$ cat src/rtl/native_arbiter.sv
// Round-robin arbiter sharing one native register port between two requesters.
// Optional read timeout: define NATIVE_ARBITER_TIMEOUT_EN.
module native_arbiter #(
    parameter int unsigned DATA_WIDTH     = 32,
    parameter int unsigned ADDR_WIDTH     = 32,
    parameter int unsigned TIMEOUT_CYCLES = 16
) (
    input  logic                  AXI_ACLK,
    input  logic                  AXI_ARESETN,
    input  logic                  REQ_0,
    input  logic                  REQ_1,
    input  logic                  WE_0,
    input  logic                  WE_1,
    input  logic [ADDR_WIDTH-1:0] ADDR_0,
    input  logic [ADDR_WIDTH-1:0] ADDR_1,
    input  logic [DATA_WIDTH-1:0] WDATA_0,
    input  logic [DATA_WIDTH-1:0] WDATA_1,
    output logic                  ACK_0,
    output logic                  ACK_1,
    output logic                  ERR_0,
    output logic                  ERR_1,
    output logic [DATA_WIDTH-1:0] RDATA_OUT,
    output logic                  WEN,
    output logic [ADDR_WIDTH-1:0] WADDR,
    output logic [DATA_WIDTH-1:0] WDATA,
    output logic                  REN,
    output logic [ADDR_WIDTH-1:0] RADDR,
    input  logic [DATA_WIDTH-1:0] RDATA,
    input  logic                  RVALID
);

    if (TIMEOUT_CYCLES < 1 || TIMEOUT_CYCLES > 255) begin : g_bad_timeout
        $error("TIMEOUT_CYCLES must be in 1..255");
    end

    typedef enum logic [1:0] {StIdle, StWrite, StRead, StDone} state_e;

    state_e                r_state;
    state_e                w_state_d;
    logic                  r_last;
    logic                  w_req_any;
    logic                  w_sel;
    logic                  w_sel_we;
    logic [ADDR_WIDTH-1:0] w_sel_addr;
    logic [DATA_WIDTH-1:0] w_sel_wdata;
    logic                  w_grant;
    logic                  w_rd_ok;
    logic                  w_timeout;
    logic                  w_done;

    logic                  r_wen;
    logic                  r_ren;
    logic                  r_ack_0;
    logic                  r_ack_1;
    logic [ADDR_WIDTH-1:0] r_waddr;
    logic [ADDR_WIDTH-1:0] r_raddr;
    logic [DATA_WIDTH-1:0] r_wdata;
    logic [DATA_WIDTH-1:0] r_rdata_out;

    logic                  w_wen_d;
    logic                  w_ren_d;
    logic                  w_ack_0_d;
    logic                  w_ack_1_d;
    logic [ADDR_WIDTH-1:0] w_waddr_d;
    logic [ADDR_WIDTH-1:0] w_raddr_d;
    logic [DATA_WIDTH-1:0] w_wdata_d;
    logic [DATA_WIDTH-1:0] w_rdata_out_d;

    // A sole requester always wins; on contention the one not granted last wins.
    assign w_req_any   = REQ_0 | REQ_1;
    assign w_sel       = (REQ_0 & REQ_1) ? ~r_last : REQ_1;
    assign w_sel_we    = w_sel ? WE_1 : WE_0;
    assign w_sel_addr  = w_sel ? ADDR_1 : ADDR_0;
    assign w_sel_wdata = w_sel ? WDATA_1 : WDATA_0;

    assign w_grant = (r_state == StIdle) && w_req_any;
    assign w_rd_ok = (r_state == StRead) && RVALID;
    assign w_done  = (r_state == StWrite) || w_rd_ok || w_timeout;

`ifdef NATIVE_ARBITER_TIMEOUT_EN
    localparam logic [7:0] TmoLast = 8'(TIMEOUT_CYCLES - 1);

    logic [7:0] r_tmo_cnt;
    logic       r_err_0;
    logic       r_err_1;

    // RVALID in the final READ cycle takes priority over the timeout.
    assign w_timeout = (r_state == StRead) && !RVALID && (r_tmo_cnt == TmoLast);

    always_ff @(posedge AXI_ACLK or negedge AXI_ARESETN) begin
        if (!AXI_ARESETN) begin
            r_tmo_cnt <= '0;
            r_err_0   <= 1'b0;
            r_err_1   <= 1'b0;
        end else begin
            if (r_state == StRead && !w_done) begin
                r_tmo_cnt <= r_tmo_cnt + 8'd1;
            end else begin
                r_tmo_cnt <= '0;
            end
            r_err_0 <= w_timeout & ~r_last;
            r_err_1 <= w_timeout & r_last;
        end
    end

    assign ERR_0 = r_err_0;
    assign ERR_1 = r_err_1;
`else
    assign w_timeout = 1'b0;
    assign ERR_0     = 1'b0;
    assign ERR_1     = 1'b0;
`endif

    always_ff @(posedge AXI_ACLK or negedge AXI_ARESETN) begin
        if (!AXI_ARESETN) begin
            r_state <= StIdle;
            r_last  <= 1'b1;
        end else begin
            r_state <= w_state_d;
            if (w_grant) begin
                r_last <= w_sel;
            end
        end
    end

    always_comb begin
        w_state_d = r_state;
        unique case (r_state)
            StIdle:  if (w_req_any) w_state_d = w_sel_we ? StWrite : StRead;
            StWrite: w_state_d = StDone;
            StRead:  if (w_done) w_state_d = StDone;
            StDone:  w_state_d = StIdle;
            default: w_state_d = StIdle;
        endcase
    end

    always_comb begin
        w_wen_d       = w_grant & w_sel_we;
        w_ren_d       = w_grant & ~w_sel_we;
        w_ack_0_d     = w_done & ~r_last;
        w_ack_1_d     = w_done & r_last;
        w_waddr_d     = r_waddr;
        w_wdata_d     = r_wdata;
        w_raddr_d     = r_raddr;
        w_rdata_out_d = r_rdata_out;
        if (w_wen_d) begin
            w_waddr_d = w_sel_addr;
            w_wdata_d = w_sel_wdata;
        end
        if (w_ren_d) begin
            w_raddr_d = w_sel_addr;
        end
        if (w_rd_ok) begin
            w_rdata_out_d = RDATA;
        end else if (w_timeout) begin
            w_rdata_out_d = '0;
        end
    end

    always_ff @(posedge AXI_ACLK or negedge AXI_ARESETN) begin
        if (!AXI_ARESETN) begin
            r_wen       <= 1'b0;
            r_ren       <= 1'b0;
            r_ack_0     <= 1'b0;
            r_ack_1     <= 1'b0;
            r_waddr     <= '0;
            r_wdata     <= '0;
            r_raddr     <= '0;
            r_rdata_out <= '0;
        end else begin
            r_wen       <= w_wen_d;
            r_ren       <= w_ren_d;
            r_ack_0     <= w_ack_0_d;
            r_ack_1     <= w_ack_1_d;
            r_waddr     <= w_waddr_d;
            r_wdata     <= w_wdata_d;
            r_raddr     <= w_raddr_d;
            r_rdata_out <= w_rdata_out_d;
        end
    end

    assign WEN       = r_wen;
    assign REN       = r_ren;
    assign ACK_0     = r_ack_0;
    assign ACK_1     = r_ack_1;
    assign WADDR     = r_waddr;
    assign WDATA     = r_wdata;
    assign RADDR     = r_raddr;
    assign RDATA_OUT = r_rdata_out;

endmodule

$ cat config.mk
export PLATFORM = sky130hd
export DESIGN_NAME = native_arbiter
export DESIGN_NICKNAME = d
export VERILOG_FILES = /design/src/rtl/native_arbiter.sv
export SDC_FILE = /design/constraint.sdc
export NUM_CORES = 1
export LEC_CHECK = 0
export BUFFER_PORTS_ARGS = -buffer_cell sky130_fd_sc_hd__buf_2
export CAP_MARGIN = 40
export CORE_MARGIN = 3
export CORE_UTILIZATION = 42
export DETAILED_ROUTE_END_ITERATION = 10
export HOLD_SLACK_MARGIN = 0.05
export PLACE_DENSITY = 0.78
export SYNTH_ARGS = -nofsm -noshare
export SYNTH_HDL_FRONTEND = slang
export SYNTH_SLANG_ARGS = --single-unit
export TNS_END_PERCENT = 20
$ cat constraint.sdc
create_clock -name AXI_ACLK -period 1.9 [get_ports AXI_ACLK]
set_clock_uncertainty 0.05 [all_clocks]
set_input_delay 0.19 -clock AXI_ACLK [delete_from_list [all_inputs] [get_ports AXI_ACLK]]
set_output_delay 0.19 -clock AXI_ACLK [all_outputs]
set_load 0.01 [all_outputs]
## Yosys cells after proc, flatten, opt, wreduce, memory -nomap -nowiden

Index checks and enable logic that the tools add are counted.

| word-level totals | value |
|---|---|
| word-level logic and storage cells | 36 |
| ROM bits | 0 |
| memories | 0 |
| memory bits (writable) | 0 |
| latch bits | 0 |
| register bits | 135 |
| input port bits | 167 |
| output and inout port bits | 134 |

| operators by class | value |
|---|---|
| equality and inequality tests | 5 |
| $lt $le $gt $ge | 0 |
| bitwise operators | 8 |
| add/subtract/negate cells | 0 |
| reduce and logical (&&, ||, !) cells | 5 |
| div/mod/pow operators | 0 |
| multiplexer cells | 8 |
| shifts and indexed selects | 0 |
| $mul | 0 |

Operators with widths:

| operator | number |
|---|---|
| $mux W32 | 2 |
| $pmux W2 S4 | 1 |
| $mux W2 | 3 |
| $and A1 B1 Y1 | 5 |
| $eq A2 B2 Y1 const B | 2 |
| $ne A2 B2 Y1 const B | 2 |
| $eq A2 B1 Y1 const B | 1 |
| $logic_and A1 B1 Y1 | 2 |
| $logic_not A2 Y1 | 1 |
| $mux W1 | 2 |
| $not A1 Y1 | 2 |
| $reduce_and A2 Y1 | 1 |
| $logic_or A1 B1 Y1 | 1 |
| $or A1 B1 Y1 | 1 |

## Depth between registers and ports, before layout

Gate-level depths: netlist of run 1.

| depth | value |
|---|---|
| depth after elaboration | 6 |
| gate-level depth with buffers | 8 |
| depth with buffers taken out | 5 |

## Worst setup path after synthesis of run 1

OpenSTA, ideal clock, no wires.

| timing | value |
|---|---|
| path kind | register -> register |
| from | register r_state[0] |
| to | register r_raddr[10], in the netlist RADDR[10] |
| buffers on the path | 2 |
| data required time | 1725 ps |
| arrival time | 1740 ps |
| stages on the path, launching flop included | 8 |
| path slack | -14 ps |
| library setup time | 125 ps |
| period minus slack after synthesis | 1914 ps |
| path through | dfrtp_1 -> inv_1 -> ha_1 -> buf_2 -> nand2b_1 -> o32ai_4 -> buf_6 -> mux2_2 |

| between the ends | value |
|---|---|
| word-level cells in the longest chain between the ends | 3 |

Ends and longest elaborated chain:

| item | line | RTL |
|---|---|---|
| from (decl) | 38 | `state_e r_state;` |
| from (signal assigned) | 116 | `r_state <= StIdle;` |
| from (signal assigned) | 119 | `r_state <= w_state_d;` |
| $logic_not A2 Y1 | 76 | `assign w_grant = (r_state == StIdle) && w_req_any;` |
| $logic_and A1 B1 Y1 | 76 |  |
| $and A1 B1 Y1 | 139 | `w_ren_d = w_grant & ~w_sel_we;` |
| to (signal assigned) | 177 | `r_raddr <= w_raddr_d;` |
| to (decl) | 56 | `logic [ADDR_WIDTH-1:0] r_raddr;` |

No other way between the ends.
A chain may end at the register's enable or synchronous reset.

## Worst setup path after layout of run 1

| timing | value |
|---|---|
| from | register r_state[1] |
| to | register r_raddr[11], in the netlist RADDR[11] |

Same word-level chain as after synthesis.

==> impl_metrics.env, run 1 <==
export IMPL_outcome="complete, but fails checks"
export IMPL_crit_arrival_ns=2.15
export IMPL_synth_avg_cell_area_um2=16.4
export IMPL_cts_buffer_depth=2
export IMPL_die_h_um=129
export IMPL_cp_required_ns=2.14
export IMPL_synth_edf_count=0
export IMPL_htreeDepth=4
export IMPL_wire_per_inst_um=17.3
export IMPL_dp_cells=873
export IMPL_drt_first_pass_iters=4
export IMPL_crit_fanout=15
export IMPL_setup_slack_ns=-0.0138
export IMPL_holdCritStartpoint="WDATA_0[3]"
export IMPL_cts_sinks=135
export IMPL_cts_buffers=17
export IMPL_hold_viol=0
export IMPL_max_stage_delay_ns=0.41
export IMPL_final_nets=916
export IMPL_period_needed_ns=1.91
export IMPL_first_iter_violations=142
export IMPL_antenna_found_initial=1
export IMPL_fin_crit_sh=1.01
export IMPL_stdcell_count=944
export IMPL_maxCapViolations=0
export IMPL_rsz0062_at_grt="yes"
export IMPL_post_dp_hpwl_um=11700
export IMPL_ant_nets=0
export IMPL_yosysUniqueCellTypes=30
export IMPL_syn_inst=384
export IMPL_grt_overflow=0
export IMPL_clkLatencyLatePin_ns=0.40
export IMPL_crit_type="flip-flop to flip-flop"
export IMPL_reg2reg_depth=8
export IMPL_endpoint_kind="flip-flop"
export IMPL_critPathLaunchType="flip-flop"
export IMPL_vias_per_cell=4.84
export IMPL_violations="setup timing"
export IMPL_start_util=0.433
export IMPL_core_area_um2=14600
export IMPL_die_w_um=129
export IMPL_drc=0
export IMPL_vias=4565
export IMPL_synth_top_family_by_area="multiplexers"
export IMPL_synthToLayoutAreaGrowth_pct=46.6
export IMPL_r2r_end="RADDR[11]"
export IMPL_ir_worst_vdd_uv=736
export IMPL_fin_area_um2=9250
export IMPL_holdPathStages=3
export IMPL_path_clk_slew_ns=0.06
export IMPL_powerDensity_nw_per_um2=1580
export IMPL_synth_fa_ha_area_frac=0.00595
export IMPL_total_power_mw=14.6
export IMPL_globalplace_congestion=0.762
export IMPL_netlist_area_um2=6310
export IMPL_root_buffer="clkbuf_16"
export IMPL_p_leak_nw=4.64
export IMPL_synth_xor_area_frac=0
export IMPL_dieArea_um2=16500
export IMPL_port_buffers=298
export IMPL_synth_seq_area_share=0.536
export IMPL_min_to="WDATA[3]"
export IMPL_path_cells="inv_2 -> ha_4 -> buf_6 -> nand2b_4 -> o32ai_4 -> buf_6 -> buf_12 -> mux2_2"
export IMPL_grt_pass1_vias=4983
export IMPL_grt_start_max_net_pins=69
export IMPL_dpl_instance_area_um2=8190
export IMPL_async_flop_share=1.00
export IMPL_drv_slew=0
export IMPL_cp_common_cell="buf_6"
export IMPL_slowest_stage="dfrtp_1"
export IMPL_yosysWarnings=0
export IMPL_synth_compound_area_share=0.0161
export IMPL_track_usage=0.193
export IMPL_setup_viol=2
export IMPL_muxShareOfSynthArea=0.393
export IMPL_rr_startpoint="r_state[1]"
export IMPL_grt_pass1_wl_um=25000
export IMPL_preCtsSetupSlack_ns=-0.164
export IMPL_drive_above_1_share=0.739
export IMPL_max_freq_mhz=523
export IMPL_tritoncts="built"
export IMPL_holdCritPathClass="input pin to flip-flop"
export IMPL_reg2reg_slack_ns=-0.01
export IMPL_drt_total_wl_um=16300
export IMPL_num_io_pins=301
export IMPL_ys_seq_elements=135
export IMPL_rows=44
export IMPL_synth_simple_area_share=0.0147
export IMPL_final_fill_count=1110
export IMPL_synth_flop_cell="dfrtp_1"
## flip-flops by register name, indices dropped and copies added (netlist names)
name	count
ACK_0	1
ACK_1	1
RADDR	32
RDATA_OUT	32
REN	1
WADDR	32
WDATA	32
WEN	1
r_last	1
r_state	2
## cell usage after synthesis, types with 3 or more instances
library cell,n,area [um2]
buf_2,7,35.0
buf_4,4,30.0
buf_6,12,135
dfrtp_1,134,3350
ha_1,3,37.5
inv_1,3,11.3
mux2_2,109,1230
mux2_4,82,1230
nand2b_1,3,18.8
o21ai_0,3,15.0
## where the power goes
group	leakage [nW]	internal (mW)	switching, mW	total, mW
combinational	2.75	3.64	2.70	6.34
sequential	1.61	4.36	0.784	5.14
clock	0.281	1.98	1.16	3.13
## per-layer routing
metal / track usage / vias up / wire, um
met1: 0.226 / 2261 / 6330
li1: - / 2097 / -
met2: 0.337 / 181 / 8490
met3: 0.0544 / 26 / 1160
met5: 0 / - / 0
met4: 0.0710 / 0 / 325
## cell families (layout without fill, tap and decap cells)
logic type	Yosys count	count (layout)
multiplexers	193	193
flip-flops	135	135
buffers and inverters	27	401
AND/OR/NAND/NOR	15	15
AO/OA/AOI/OAI	10	10
adder cells (fa/ha/maj)	3	3
other	1	3
## per-stage QoR
stage               TNS [ns]  hold slack [ns]   util
floorplan            -0.0279           -0.156      -
finish               -0.0154           0.0875  0.634
detailed placement     -6.99            0.163  0.562
global route           -3.75           0.0720  0.634
CTS                  -0.0136           0.0638  0.630
global placement       -2.02            0.163  0.562
## how the worst max path moves through the flow
stage                     startpoint   endpoint  slack [ns]
after floorplan           r_state[0]  RADDR[10]      -0.006
after global placement    r_state[0]  RADDR[29]       -0.07
after detailed placement  r_state[1]  RADDR[27]       -0.16
after CTS                 r_state[1]  RADDR[11]      -0.008
after global routing      r_state[0]  RADDR[26]       -0.08
final                     r_state[1]  RADDR[11]       -0.01
## what timing repair did
action,CTS,global route
endpoints found under the hold margin,168,0
resized for setup,8,16
pin swaps,2,0
hold buffers,35,0
setup buffers,2,0
gates cloned,1,0
endpoints found under the setup margin,96,96
## placed cells by master, fill, tap and decap left out, types with 2 or more instances in the layout
| master | n |
|---|---|
| o21ai_0 | 3 |
| mux2_4 | 91 |
| buf_2 | 297 |
| buf_4 | 13 |
| clkbuf_1 | 4 |
| dlygate4sd3_1 | 35 |
| inv_2 | 2 |
| o32ai_4 | 2 |
| nand2_1 | 2 |
| clkinv_2 | 2 |
| clkinv_4 | 2 |
| nor2_1 | 2 |
| or3b_2 | 2 |
| clkbuf_16 | 17 |
| nor3b_1 | 2 |
| mux2_2 | 100 |
| buf_6 | 11 |
| dfrtp_1 | 134 |
| nand2b_1 | 2 |
| buf_12 | 9 |
| clkbuf_8 | 5 |
| ha_1 | 2 |
| conb_1 | 2 |
## final cells by class
type | instances | area (um2) | area share
Timing Repair Buffer | 366 | 2270 | 0.245
Sequential cell | 135 | 3380 | 0.365
Antenna cell | 1 | 2.50 | 0.000271
Clock buffer | 26 | 509 | 0.0551
Tap cell | 184 | 230 | 0.0249
Inverter | 3 | 11.3 | 0.00122
Multi-Input combinational cell | 223 | 2780 | 0.301
Clock inverter | 6 | 65.1 | 0.00704
## worst max-delay path, delay by kind of cell (launching register included)
family,cells,cell delay (ns)
AO/OA/AOI/OAI,1,0.25
flip-flops,1,0.41
buffers and inverters,4,0.51
adder cells (fa/ha/maj),1,0.16
multiplexers,1,0.35
AND/OR/NAND/NOR,1,0.06
No activity file was read; power rests on OpenSTA's default activity.
==> run 2, diff against run 1 <==
--- a/config.mk
+++ b/config.mk
@@ -12,6 +12,8 @@
 export DETAILED_ROUTE_END_ITERATION = 10
 export HOLD_SLACK_MARGIN = 0.05
 export PLACE_DENSITY = 0.78
+export RECOVER_POWER = 25
+export SLEW_MARGIN = 20
 export SYNTH_ARGS = -nofsm -noshare
 export SYNTH_HDL_FRONTEND = slang
 export SYNTH_SLANG_ARGS = --single-unit
==> impl_metrics.env, run 2 (synthesis results as in run 1) <==
export IMPL_path_delay_family="buffers and inverters"
export IMPL_crit_type="flip-flop to flip-flop"
export IMPL_final_fill_count=1114
export IMPL_path_cells="inv_2 -> ha_4 -> buf_6 -> nand2b_4 -> o32ai_4 -> buf_6 -> buf_12 -> mux2_2"
export IMPL_rsz0062_at_grt="yes"
export IMPL_first_iter_violations=139
export IMPL_mostFrequentLayoutCell="buf_2"
export IMPL_final_util=0.632
export IMPL_dieArea_um2=16500
export IMPL_die_w_um=129
export IMPL_max_slew_margin=0.396
export IMPL_cts_buffers=17
export IMPL_vias_per_cell=4.82
export IMPL_holdPathStages=3
export IMPL_period_needed_ns=1.91
export IMPL_htreeDepth=4
export IMPL_power_frac_seq=0.352
export IMPL_tns_ns=-0.0147
export IMPL_clkLatencyLatePin_ns=0.40
export IMPL_maxCapViolations=0
export IMPL_drt_first_pass_iters=4
export IMPL_fin_area_um2=9220
export IMPL_seqCellArea_um2=3380
export IMPL_hold_ws_ns=0.0874
export IMPL_max_stage_delay_ns=0.41
export IMPL_cts_sinks=135
export IMPL_ant_nets=0
export IMPL_drive_above_1_share=0.738
export IMPL_p_comb_frac=0.434
export IMPL_crit_arrival_ns=2.15
export IMPL_globalplace_congestion=0.762
export IMPL_hold_viol=0
export IMPL_multi_input_comb_area_um2=2780
export IMPL_final_nets=916
export IMPL_synthToLayoutAreaGrowth_pct=46.1
export IMPL_preCtsSetupSlack_ns=-0.164
export IMPL_critPathLaunchType="flip-flop"
export IMPL_fin_crit_sh=1.01
export IMPL_ir_worst_vdd_uv=736
export IMPL_cp_required_ns=2.14
export IMPL_crit_fanout=15
export IMPL_endpoint_kind="flip-flop"
export IMPL_grt_pass1_vias=4983
export IMPL_holdCritStartpoint="WDATA_0[3]"
export IMPL_start_util=0.433
export IMPL_dpl_instance_area_um2=8190
export IMPL_tritoncts="built"
export IMPL_path_clk_slew_ns=0.06
export IMPL_vias=4553
export IMPL_r2r_end="RADDR[11]"
export IMPL_track_usage=0.193
export IMPL_outcome="complete, but fails checks"
export IMPL_grt_overflow=0
export IMPL_violations="setup timing"
export IMPL_grt_start_max_net_pins=69
export IMPL_drt_total_wl_um=16300
export IMPL_reg2reg_slack_ns=-0.01
export IMPL_cts_buffer_depth=2
export IMPL_reg2reg_depth=8
export IMPL_slowest_stage="dfrtp_1"
export IMPL_antenna_found_initial=1
export IMPL_wire_per_inst_um=17.2
export IMPL_worst_pin_slew_ns=0.906
export IMPL_p_leak_nw=4.63
export IMPL_min_to="WDATA[3]"
export IMPL_root_buffer="clkbuf_16"
export IMPL_cp_common_cell="buf_6"
export IMPL_powerDensity_nw_per_um2=1580
export IMPL_p_sw_mw=4.64
export IMPL_num_io_pins=301
export IMPL_swShare=0.318
export IMPL_grt_pass1_wl_um=25000
export IMPL_holdCritPathClass="input pin to flip-flop"
export IMPL_post_dp_hpwl_um=11700
export IMPL_path_buf_inv=4
export IMPL_drv_slew=0
export IMPL_port_buffers=298
export IMPL_rows=44
export IMPL_max_freq_mhz=523
export IMPL_setup_viol=3
export IMPL_drc=0
export IMPL_die_h_um=129
export IMPL_internal_power_mw=9.97
export IMPL_rr_startpoint="r_state[1]"
export IMPL_core_area_um2=14600
export IMPL_layout_common_cells="297 x buf_2, 134 x dfrtp_1, 100 x mux2_2, 91 x mux2_4, 35 x dlygate4sd3_1"
export IMPL_clkPwrFrac=0.214
export IMPL_setup_slack_ns=-0.0136
[run 2: changes by cell type in the layout (fill, tap and decap cells not counted), sizes merged]
cell / previous run / this run
clkbuf: 26 / 28
buf: 331 / 328
clkdlybuf4s25: 0 / 1
[run 2: per-stage QoR]
stage / power [mW] / instances
after global routing: 15.5 / 944
after global placement: 11.0 / 873
after floorplan: 8.75 / 385
final: 14.6 / 944
after detailed placement: 11.3 / 873
after CTS: 14.7 / 943
[run 2: worst reg2reg max path, stage by stage, from the launching register on]
cell,delay (ns)
dfrtp_1,0.41
inv_2,0.09
ha_4,0.16
buf_6,0.11
nand2b_4,0.06
o32ai_4,0.25
buf_6,0.16
buf_12,0.15
mux2_2,0.36
[run 2: worst max-delay path by stage]
stage                     slack [ns]       start   endpoint  cells after the start
final                          -0.01  r_state[1]  RADDR[11]                      8
after global routing           -0.08  r_state[0]  RADDR[26]                      8
after CTS                     -0.008  r_state[1]  RADDR[11]                      8
after detailed placement       -0.16  r_state[1]  RADDR[27]                      7
after global placement         -0.07  r_state[0]  RADDR[29]                      7
after floorplan               -0.006  r_state[0]  RADDR[10]                      7
[run 2: layout make-up]
type | count | share of cell area
Clock inverter | 6 | 0.00706
Antenna cell | 1 | 0.000271
Clock buffer | 26 | 0.0552
Timing Repair Buffer | 366 | 0.243
Inverter | 3 | 0.00122
Multi-Input combinational cell | 223 | 0.302
Tap cell | 184 | 0.0250
Sequential cell | 135 | 0.366
[run 2: what timing repair did]
item | in CTS | in global routing
buffers inserted | 2 | 0
gates resized for setup | 8 | 16
endpoints found under the setup margin | 96 | 96
cloned | 1 | 0
hold endpoints to repair | 168 | 0
pin swaps | 2 | 0
hold buffers | 35 | 0
[run 2: routing by layer]
layer  wire, um  up-vias  GRT usage
met2       8520      183      0.337
met5          0        -          0
met1       6280     2247      0.226
li1           -     2097          -
met4        325        0     0.0710
met3       1160       26     0.0544
[run 2: power by group through the flow]
stage | logic (mW) | registers [mW] | clock network (mW)
finish | 6.33 | 5.14 | 3.13
global route | 6.78 | 5.33 | 3.37
CTS | 6.30 | 5.13 | 3.22
detailed placement | 6.12 | 5.14 | 0
global placement | 5.97 | 5.08 | 0
floorplan | 2.96 | 5.79 | 0
